`config.mk`:
```
export PLATFORM = sky130hd
export DESIGN_NAME = alu_ctrl_flat
export DESIGN_NICKNAME = d
export VERILOG_FILES = /design/src/rtl/alu_ctrl_if.sv /design/src/rtl/alu_ctrl.sv /design/src/flat_wrapper.sv
export SDC_FILE = /design/constraint.sdc
export NUM_CORES = 1
export LEC_CHECK = 0
export CORE_UTILIZATION = 42
export DETAILED_ROUTE_END_ITERATION = 7
export PLACE_DENSITY_LB_ADDON = 0.08
export SETUP_SLACK_MARGIN = 0.02
export SLEW_MARGIN = 20
export SYNTH_ARGS = -nofsm -noshare
export SYNTH_HDL_FRONTEND = slang
export SYNTH_SLANG_ARGS = --single-unit
```
`constraint.sdc`:
```
create_clock -name clk -period 2.6 [get_ports clk]
set_input_delay 0.26 -clock clk [delete_from_list [all_inputs] [get_ports clk]]
set_output_delay 0.26 -clock clk [all_outputs]
set_load 0.02 [all_outputs]
```
`src/rtl/alu_ctrl_if.sv`:
```
// Instruction-in / ALU-drive / result-out bundle of the ALU controller.
// slave = controller side, master = SPI + ALU environment side.
interface alu_ctrl_if #(
  parameter int BIT_LENGTH    = 8,
  parameter int INSTR_LENGTH  = 20,
  parameter int OPCODE_LENGTH = 4
);
  logic                     instr_valid;
  logic [INSTR_LENGTH-1:0]  instr;
  logic                     instr_ready;
  logic                     exec_en;
  logic [OPCODE_LENGTH-1:0] opcode;
  logic [BIT_LENGTH-1:0]    a;
  logic [BIT_LENGTH-1:0]    b;
  logic [INSTR_LENGTH-1:0]  alu_out;
  logic [INSTR_LENGTH-1:0]  result;
  logic                     result_valid;
  logic                     result_ready;
  logic                     err;
  logic [7:0]               instr_cnt;

  modport slave (
    input  instr_valid, instr, alu_out, result_ready,
    output instr_ready, exec_en, opcode, a, b, result, result_valid, err, instr_cnt
  );

  modport master (
    output instr_valid, instr, alu_out, result_ready,
    input  instr_ready, exec_en, opcode, a, b, result, result_valid, err, instr_cnt
  );
endinterface

```
`src/rtl/alu_ctrl.sv`:
```
// Sequences one instruction at a time through an external ALU: IDLE -> EXEC -> HOLD.
// Latency: accept in N, exec_en in N+1, result_valid from N+2; one instruction per 3 cycles max.
// Backpressure: HOLD waits on result_ready; instr_ready only in IDLE. ALU_CTRL_ILLEGAL_CHECK_EN enables err.
module alu_ctrl #(
  parameter int BIT_LENGTH    = 8,
  parameter int INSTR_LENGTH  = 20,
  parameter int OPCODE_LENGTH = 4
) (
  input  logic        clk,
  input  logic        rst,
  alu_ctrl_if.slave   bus
);

  typedef enum logic [1:0] {
    IDLE = 2'd0,
    EXEC = 2'd1,
    HOLD = 2'd2
  } state_t;

  state_t                   state_q,  state_d;
  logic [OPCODE_LENGTH-1:0] opcode_q, opcode_d;
  logic [BIT_LENGTH-1:0]    a_q,      a_d;
  logic [BIT_LENGTH-1:0]    b_q,      b_d;
  logic [INSTR_LENGTH-1:0]  result_q, result_d;
  logic [7:0]               cnt_q,    cnt_d;
  logic                     op_legal;

`ifdef ALU_CTRL_ILLEGAL_CHECK_EN
  logic                     err_q,    err_d;

  // Legal opcodes are 0..7 plus 8 (subtract).
  assign op_legal = (opcode_q <= OPCODE_LENGTH'(8));
`else
  assign op_legal = 1'b1;
`endif

  always_comb begin
    state_d  = state_q;
    opcode_d = opcode_q;
    a_d      = a_q;
    b_d      = b_q;
    result_d = result_q;
    cnt_d    = cnt_q;
`ifdef ALU_CTRL_ILLEGAL_CHECK_EN
    err_d    = err_q;
`endif
    case (state_q)
      IDLE: begin
        if (bus.instr_valid) begin
          state_d  = EXEC;
          opcode_d = bus.instr[INSTR_LENGTH-1 -: OPCODE_LENGTH];
          a_d      = bus.instr[2*BIT_LENGTH-1 -: BIT_LENGTH];
          b_d      = bus.instr[BIT_LENGTH-1:0];
        end
      end
      EXEC: begin
        state_d  = HOLD;
        result_d = op_legal ? bus.alu_out : '0;
`ifdef ALU_CTRL_ILLEGAL_CHECK_EN
        err_d    = ~op_legal;
`endif
      end
      HOLD: begin
        if (bus.result_ready) begin
          state_d = IDLE;
          cnt_d   = cnt_q + 8'd1;
        end
      end
      default: state_d = IDLE;
    endcase
  end

  always_ff @(posedge clk) begin
    if (rst) begin
      state_q  <= IDLE;
      opcode_q <= '0;
      a_q      <= '0;
      b_q      <= '0;
      result_q <= '0;
      cnt_q    <= '0;
    end else begin
      state_q  <= state_d;
      opcode_q <= opcode_d;
      a_q      <= a_d;
      b_q      <= b_d;
      result_q <= result_d;
      cnt_q    <= cnt_d;
    end
  end

`ifdef ALU_CTRL_ILLEGAL_CHECK_EN
  always_ff @(posedge clk) begin
    if (rst) begin
      err_q <= 1'b0;
    end else begin
      err_q <= err_d;
    end
  end

  assign bus.err = err_q;
`else
  assign bus.err = 1'b0;
`endif

  // Illegal opcodes still walk through EXEC so timing never depends on the opcode.
  assign bus.instr_ready  = (state_q == IDLE);
  assign bus.exec_en      = (state_q == EXEC) && op_legal;
  assign bus.result_valid = (state_q == HOLD);
  assign bus.opcode       = opcode_q;
  assign bus.a            = a_q;
  assign bus.b            = b_q;
  assign bus.result       = result_q;
  assign bus.instr_cnt    = cnt_q;

endmodule

```
`src/flat_wrapper.sv`:
```
// flat-port wrapper written by rule: the top's interface ports become plain ports
module alu_ctrl_flat 
#(
  parameter int BIT_LENGTH    = 8,
  parameter int INSTR_LENGTH  = 20,
  parameter int OPCODE_LENGTH = 4
)
  (clk, rst, bus_instr_valid, bus_instr, bus_alu_out, bus_result_ready, bus_instr_ready, bus_exec_en, bus_opcode, bus_a, bus_b, bus_result, bus_result_valid, bus_err, bus_instr_cnt);
  alu_ctrl_if #(.BIT_LENGTH(BIT_LENGTH), .INSTR_LENGTH(INSTR_LENGTH), .OPCODE_LENGTH(OPCODE_LENGTH)) bus_i ();
  input  logic clk;
  input  logic rst;
  input wire logic [$bits(bus_i.instr_valid)-1:0] bus_instr_valid;
  input wire logic [$bits(bus_i.instr)-1:0] bus_instr;
  input wire logic [$bits(bus_i.alu_out)-1:0] bus_alu_out;
  input wire logic [$bits(bus_i.result_ready)-1:0] bus_result_ready;
  output wire logic [$bits(bus_i.instr_ready)-1:0] bus_instr_ready;
  output wire logic [$bits(bus_i.exec_en)-1:0] bus_exec_en;
  output wire logic [$bits(bus_i.opcode)-1:0] bus_opcode;
  output wire logic [$bits(bus_i.a)-1:0] bus_a;
  output wire logic [$bits(bus_i.b)-1:0] bus_b;
  output wire logic [$bits(bus_i.result)-1:0] bus_result;
  output wire logic [$bits(bus_i.result_valid)-1:0] bus_result_valid;
  output wire logic [$bits(bus_i.err)-1:0] bus_err;
  output wire logic [$bits(bus_i.instr_cnt)-1:0] bus_instr_cnt;
  assign bus_i.instr_valid = bus_instr_valid;
  assign bus_i.instr = bus_instr;
  assign bus_i.alu_out = bus_alu_out;
  assign bus_i.result_ready = bus_result_ready;
  assign bus_instr_ready = bus_i.instr_ready;
  assign bus_exec_en = bus_i.exec_en;
  assign bus_opcode = bus_i.opcode;
  assign bus_a = bus_i.a;
  assign bus_b = bus_i.b;
  assign bus_result = bus_i.result;
  assign bus_result_valid = bus_i.result_valid;
  assign bus_err = bus_i.err;
  assign bus_instr_cnt = bus_i.instr_cnt;
  alu_ctrl #(.BIT_LENGTH(BIT_LENGTH), .INSTR_LENGTH(INSTR_LENGTH), .OPCODE_LENGTH(OPCODE_LENGTH)) u_core (.clk(clk), .rst(rst), .bus(bus_i));
endmodule
```
### Word level (Yosys, flattened, before mapping)

Cells that the tools add are included.

* flip-flop bits (word level): 50
* input bits: 44

* add/subtract/negate cells: 1
* equality and inequality tests: 4
* mux-type cells: 3
* reductions and logical operators: 4

Operators with widths (count)
* 8-bit by 1-bit adder with 8-bit output (second input constant): 1
* 2-bit case mux with 3 select lines: 1
* 2-bit AND reduction: 3
* 2-bit 2-to-1 mux: 2
* 2-bit inequality test (second input constant): 2
* 2-bit by 1-bit equality test with 1-bit output (second input constant): 1
* 2-bit equality test (second input constant): 1
* 2-bit zero test: 1

### Longest topological paths before layout

Gate-level depths: netlist of run 1.

* depth in word-level cells: 3
* depth in mapped cells: 5
* gate-level depth less buffers: 4

### Worst setup path before layout of run 1

OpenSTA, ideal clock, no wires.

* kind: register to register
* start: register u_core.cnt_q[3] (netlist: u_core.bus.instr_cnt[3])
* end: register u_core.cnt_q[7] (netlist: u_core.bus.instr_cnt[7])
* arrival time: 1246 ps
* data required time: 2479 ps
* setup slack: 1233 ps
* stages on the path, launching flop included: 4
* period minus slack after synthesis: 1367 ps
* cell sequence: dfxtp_1 > nand4_1 > nor4_1 > mux2_2

* word-level cells in the longest chain between the ends: 1

RTL lines
* from (decl): line alu_ctrl.sv:25 `logic [7:0] cnt_q, cnt_d;`
* from (signal assigned): line alu_ctrl.sv:87 `cnt_q <= cnt_d;`
* 8-bit by 1-bit adder with 8-bit output: line alu_ctrl.sv:66 `cnt_d = cnt_q + 8'd1;`

No other way between the ends.
A chain may end at the register's enable or synchronous reset.

### Worst setup path in the final report of run 1

* start: register u_core.state_q[1]
* end: output bus_result_valid

* word-level cells in the longest chain between the ends: 1

RTL lines
* from (decl): line alu_ctrl.sv:20 `state_t state_q, state_d;`
* from (signal assigned): line alu_ctrl.sv:82 `state_q <= state_d;`
* 2-bit equality test: line alu_ctrl.sv:108 `assign bus.result_valid = (state_q == HOLD);`
* to (decl): line flat_wrapper.sv:22 `output wire logic [$bits(bus_i.result_valid)-1:0] bus_result_valid;`

No other way between the ends.

==> results of run 1 <==
## worst register-to-register path, cell delays in order (launching register included)
cell      delay (ns)
dfxtp_1         0.50
nand4b_1        0.21
nor4_1          0.28
mux2_2          0.37
## cell usage in the layout (no fill, tap or decap), types with 2 or more instances in the layout
master / Yosys / layout
nand2_1: 42 / 42
o21ai_0: 2 / 2
or3_1: 2 / 2
nor2b_1: 4 / 4
clkdlybuf4s50_1: 0 / 93
nor2_1: 26 / 26
inv_1: 4 / 4
a21oi_1: 24 / 24
mux2_2: 2 / 2
mux2i_1: 21 / 21
buf_4: 3 / 4
nand4b_1: 2 / 2
clkbuf_8: 0 / 5
dfxtp_1: 50 / 50
clkbuf_1: 4 / 2
## worst paths after layout
kind                         start                      end  slack, ns  cells after the start
min                            rst          u_core.bus.a[3]       0.27                      2
min reg2reg  u_core.bus.result[17]    u_core.bus.result[17]       0.46                      2
max reg2reg      u_core.state_q[1]  u_core.bus.instr_cnt[7]       1.14                      3
max              u_core.state_q[1]         bus_result_valid       0.68                      2
## registers in the layout, summed over array words and instances, names as in the netlist
| signal | cells |
|---|---|
| u_core.bus.a | 8 |
| u_core.bus.b | 8 |
| u_core.bus.instr_cnt | 8 |
| u_core.bus.opcode | 4 |
| u_core.bus.result | 20 |
| u_core.state_q | 2 |
## kinds of logic after synthesis
| group | Yosys count | share of synthesized area, % |
|---|---|---|
| AND/OR/NAND/NOR | 84 | 19.8 |
| AO/OA/AOI/OAI | 27 | 7.43 |
| XOR/XNOR | 2 | 0.945 |
| flip-flops | 50 | 54.0 |
| multiplexers | 23 | 12.6 |
| buffers and inverters | 17 | 4.39 |
| adder cells (fa/ha/maj) | 1 | 0.675 |
| other | 1 | 0.202 |
## metal layers
layer,up-vias,GRT usage (%),part of all wire (%)
met5,-,0,0
met4,0,7.81,1.5
met3,7,6.50,9.3
met2,67,31.6,46
met1,758,22.3,43
li1,850,-,-
## stage by stage
step	power, mW	instances	utilization (%)	hold slack, ns	setup slack, ns
after floorplan	0.989	205	-	0.396	1.23
after global placement	1.15	340	68.6	0.441	0.940
after detailed placement	1.15	340	68.6	0.446	0.891
after CTS	1.57	347	70.4	0.265	0.685
after global routing	1.63	347	70.4	0.285	0.600
final	1.55	347	70.4	0.266	0.682
## layout make-up
type | instances | area (sq um)
multi-input combinational | 138 | 777
clock buffer | 7 | 76.3
fill | 345 | 1220
sequential | 50 | 1000
inverter | 4 | 15.0
tap | 50 | 62.6
timing repair buffer | 98 | 966
## power breakdown
group          internal (mW)  leakage [nW]  switching (mW)
Clock                  0.186        0.0383           0.233
Combinational          0.165         0.652           0.138
Sequential             0.804         0.408          0.0230
==> results.md, run 1 <==
* WS Path Type: flip-flop to output pin
* Critical path buffers and inverters at 1
* Clk buf depth at 2
* Main flop type after synthesis: dfxtp_1
* CP Launch Type: flip-flop
* Min Tclk post-route at 1.92 ns
* Cell with the most instances after synthesis: dfxtp_1
* Final hold violation count at 0
* Register area share after synthesis at 54.0%
* Critical Path RT at 2.34 ns
* Number of enable flip-flop cells after synthesis at 0
* Hold_buf cts at 0
* ANT cells at 0
* Initial Utilization at 45.0%
* DP HPWL at 3.00 mm
* Cell Area, Synth at 1850 sq um
* Area delta synth->final at 56.4%
* Routed WL at 4.24 mm
* Final setup viols at 0
* CTS Buf Count at 5
* DRC viols at 0
* Outcome: finished, final reports clean
* Num rows at 23
* Final Slew Violations at 0
* Clk root buf: clkbuf_8
* Fmax achieved at 0.521 GHz
* Post-DP Area at 2820 sq um
* Max-cap violation count at 0
* YS warnings at 0
* Post-synth top area cell: dfxtp_1
* Skew-Pair Late Insertion Delay at 0.30 ns
* Final antenna-violating net count at 0
* Pin count of the biggest net entering global routing at 43
* Pwr dens at 535 nW/um^2
* GRT Residual Overflow at 0
* Data arrival, critical path at 1.66 ns
* Area share of the leading cell type in the synthesized netlist at 54.0%
* Fin crit share at 73.8%
* Skew final at 0.00274 ns
* First-pass GRT wire length at 6.57 mm
* Pleak at 1.10 nW
* # nets final at 342
* PortBufs at 94
* Core ar. at 4120 sq um
* Yosys reg bits at 50
* DR vias at 1682
* CTS tree: done
* Die H at 68.4 um
* Share of cells above drive strength 1 at 4.38%
* Dominant cells by area after synthesis: dfxtp_1 (54%), mux2i_1 (11%), nand2_1 (8.5%)
* GRT Resource Usage Total at 19.1%
* DR vias/cell at 4.85
* Post-CTS Resized at 0
* Worst Path Max Fanout at 7
* Setup TNS at 0 ns
* TritonRoute pass-1 iters at 4
* Yosys cell types at 28
* Cell family with most CP delay: buffers and inverters
* Final Cell Area at 2900 sq um
* Max stage delay on crit path at 0.64 ns
* Vias in the first global route at 1492
* # IOs at 96
* Die Span X at 68.4 um
* CP endpoint kind: output pin
* Slowest CP cell: clkdlybuf4s50_1
* Synth cell count leaders: dfxtp_1 (50), nand2_1 (42), nor2_1 (26)
* Clock sinks at 50
* Maximum VDD drop at 293 uV
* Initial DRC count at 63
* Initial antenna violation count at 0
* Post-CTS setup buffers at 0
* Hold Crit Class: primary input to flip-flop
* WL per Instance at 12.2 um
* DIE AREA at 4680 sq um
* Synth Area per Inst at 9.04 sq um
* H-tree Lvls at 2
* RSZ-0062 raised after global routing: no
* Post-Synthesis Cells at 205
* Net Count, Synth at 250
* CP Cell Sequence: nor2b_1 -> clkdlybuf4s50_1
* GP Congestion at 0.724
* Ys async rst share at 0%
* Clk slew on worst S/H paths at 0.08 ns
Power figures use the tool's default switching activity.
==> inputs of run 2 (changes only) <==
CORE_UTILIZATION = 35   (was 42)
clock period = 1.7 ns   (was 2.6 ns; I/O delays follow)
==> run 2 against run 1 <==
Flip-flop and latch count unchanged. Final area rose by 2.7%. Sequential share of layout area is 0.87 points lower. Combinational power is 55% higher. Global-route usage decreased by 3.9 points. Worst hold slack improved by 0.017 ns. Via count decreased by 0.42%. Non-clock buffer count is 1 higher. Critical path depth stayed put. Die area is 19% higher. Count of clock-buffer cells in the layout shrank 2. Power rose by 64%. Critical path type unchanged. Largest cell class unchanged.
==> results.md, run 2 (synthesized netlist as in run 1, its figures left out) <==
* Outcome: finished, final reports clean (unchanged)
* GRT Residual Overflow at 0 (unchanged)
* Fillers at 484 (was 345)
* Fin crit share at 90.1%
* Skew-Pair Late Insertion Delay at 0.30 ns (about the same)
* Max-cap violation count at 0 (unchanged)
* Hold Crit Class: primary input to flip-flop (unchanged)
* DP HPWL at 3.02 mm (was 3.00 mm)
* Share of cells above drive strength 1 at 6.02% (was 4.38%)
* Max stage delay on crit path at 0.48 ns (was 0.64 ns)
* DR vias at 1675 (was 1682)
* Critical path buffers and inverters at 1 (unchanged)
* Routed WL at 4.29 mm (was 4.24 mm)
* Core ar. at 5110 sq um (was 4120 sq um)
* Final Util at 58.3% (was 70.4%)
* Final antenna-violating net count at 0 (unchanged)
* Final hold violation count at 0 (unchanged)
* CP Cell Sequence: nor2b_1 -> dlygate4sd2_1 (was nor2b_1 -> clkdlybuf4s50_1)
* # IOs at 96 (unchanged)
* Skew final at 0.00455 ns (was 0.00274 ns)
* CP Launch Type: flip-flop (unchanged)
* Pin count of the biggest net entering global routing at 22 (was 43)
* Initial DRC count at 47 (was 63)
* Placed cell count at 361 (was 340)
* # nets final at 343 (was 342)
* Data arrival, critical path at 1.36 ns (was 1.66 ns)
* RSZ-0062 raised after global routing: no (unchanged)
* Clk slew on worst S/H paths at 0.09 ns (was 0.08 ns)
* Area occupied by multi-input gates at 777 sq um (unchanged)
* WL per Instance at 11.6 um (was 12.2 um)
* Worst Path Max Fanout at 7 (unchanged)
* DIE AREA at 5590 sq um (was 4680 sq um)
* Clock sinks at 50 (unchanged)
* Fmax achieved at 0.653 GHz
* PortBufs at 94 (unchanged)
* Vias in the first global route at 1460 (was 1492)
* H-tree Lvls at 2 (unchanged)
* WS Path Type: flip-flop to output pin (unchanged)
* Most frequent cells in the layout: clkdlybuf4s50_1 (90), dfxtp_1 (49), nand2_1 (42) (was clkdlybuf4s50_1 (93), dfxtp_1 (50), nand2_1 (42))
* Slowest CP cell: dfxtp_1 (was clkdlybuf4s50_1)
* CTS tree: done (unchanged)
* Design Power at 2.55 mW (was 1.55 mW)
* Post-CTS setup buffers at 0 (unchanged)
* Initial antenna violation count at 0 (unchanged)
* DR vias/cell at 4.54 (was 4.85)
* Clk root buf: clkbuf_8 (unchanged)
* Initial Utilization at 36.3% (was 45.0%)
* Commonest non-fill, non-tap cell in the layout: clkdlybuf4s50_1 (unchanged)
* Worst reg2reg startpoint: u_core.state_q[1] (unchanged)
* GP Congestion at 0.691 (was 0.724)
* Min Tclk post-route at 1.53 ns
* Pleak at 1.14 nW (was 1.10 nW)
* Final setup viols at 0 (unchanged)
* DRC viols at 0 (unchanged)
* ANT cells at 0 (unchanged)
* Finished Layout Cells at 369 (was 347)
* Die H at 74.8 um (was 68.4 um)
* Crit path from: u_core.state_q[1] (unchanged)
* Maximum VDD drop at 454 uV (was 293 uV)
* Cell family with most CP delay: flip-flops (was buffers and inverters)
* CTS Buf Count at 5 (unchanged)
* Area delta synth->final at 60.6% (was 56.4%)
* CP endpoint kind: output pin (unchanged)
* Max reg flops at 20 (unchanged)
* Num rows at 26 (was 23)
* TritonRoute pass-1 iters at 4 (unchanged)
* Register area at 1000 sq um (about the same)
* GRT Resource Usage Total at 15.1% (was 19.1%)
* Setup TNS at 0 ns (unchanged)
* First-pass GRT wire length at 6.46 mm (was 6.57 mm)
* Clk buf depth at 2 (unchanged)
* Critical Path RT at 1.53 ns (was 2.34 ns)
* Hold wc startpoint: rst (unchanged)
* Pwr dens at 855 nW/um^2 (was 535 nW/um^2)
* Final Slew Violations at 0 (unchanged)
* Die Span X at 74.8 um (was 68.4 um)
[run 2: through the flow]
| stage | setup WS (ns) | instance area (sq um) | hold slack (ns) |
|---|---|---|---|
| 2_1_floorplan | 0.333 | 1850 | 0.306 |
| 3_3_place_gp | 0.178 | 2870 | 0.441 |
| 3_5_place_dp | 0.144 | 2870 | 0.446 |
| 4_1_cts | 0.0650 | 2970 | 0.284 |
| 5_1_grt | 0.0929 | 2980 | 0.303 |
| 6_report | 0.169 | 2980 | 0.283 |
[run 2: final timing paths]
check	to	slack, ns	cells after the start
worst max-delay path	bus_result_valid	0.17	2
worst min-delay path	u_core.bus.result[6]	0.28	2
worst max register to register	u_core.bus.instr_cnt[7]	0.29	3
worst min register to register	u_core.bus.result[9]	0.46	2
[run 2: timing repair]
item | 4_1_cts | 5_1_grt
resized for setup | 3 | 1
endpoints found under the hold margin | 0 | 0
endpoints found under the setup margin | 2 | 1
cloned | 0 | 0
hold buffers | 0 | 0
[run 2: layout make-up]
type                       count  share of cell area, %
sequential                    50                   33.7
timing repair buffer          99                   33.1
multi-input combinational    138                   26.1
tap                           70                   2.94
clock buffer                   5                   2.31
clock inverter                 3                   1.35
inverter                       4                  0.504
[run 2: where the power goes]
part | internal (mW) | total, mW | switching (mW)
Combinational | 0.257 | 0.470 | 0.213
Sequential | 1.23 | 1.26 | 0.0331
Clock | 0.433 | 0.811 | 0.378
[run 2: layer usage]
metal	track usage [%]	wire (um)	vias up
li1	-	-	852
met1	17.4	1920	760
met2	25.3	1940	61
met3	6.43	408	2
met4	5.03	24	0
met5	0	0	-
==> inputs of run 3 (changes only) <==
ABC_CLOCK_PERIOD_IN_PS = 1700   (was default)
==> results of run 3 <==
The final DEF is identical to that of run 2; final timing and power are the same.
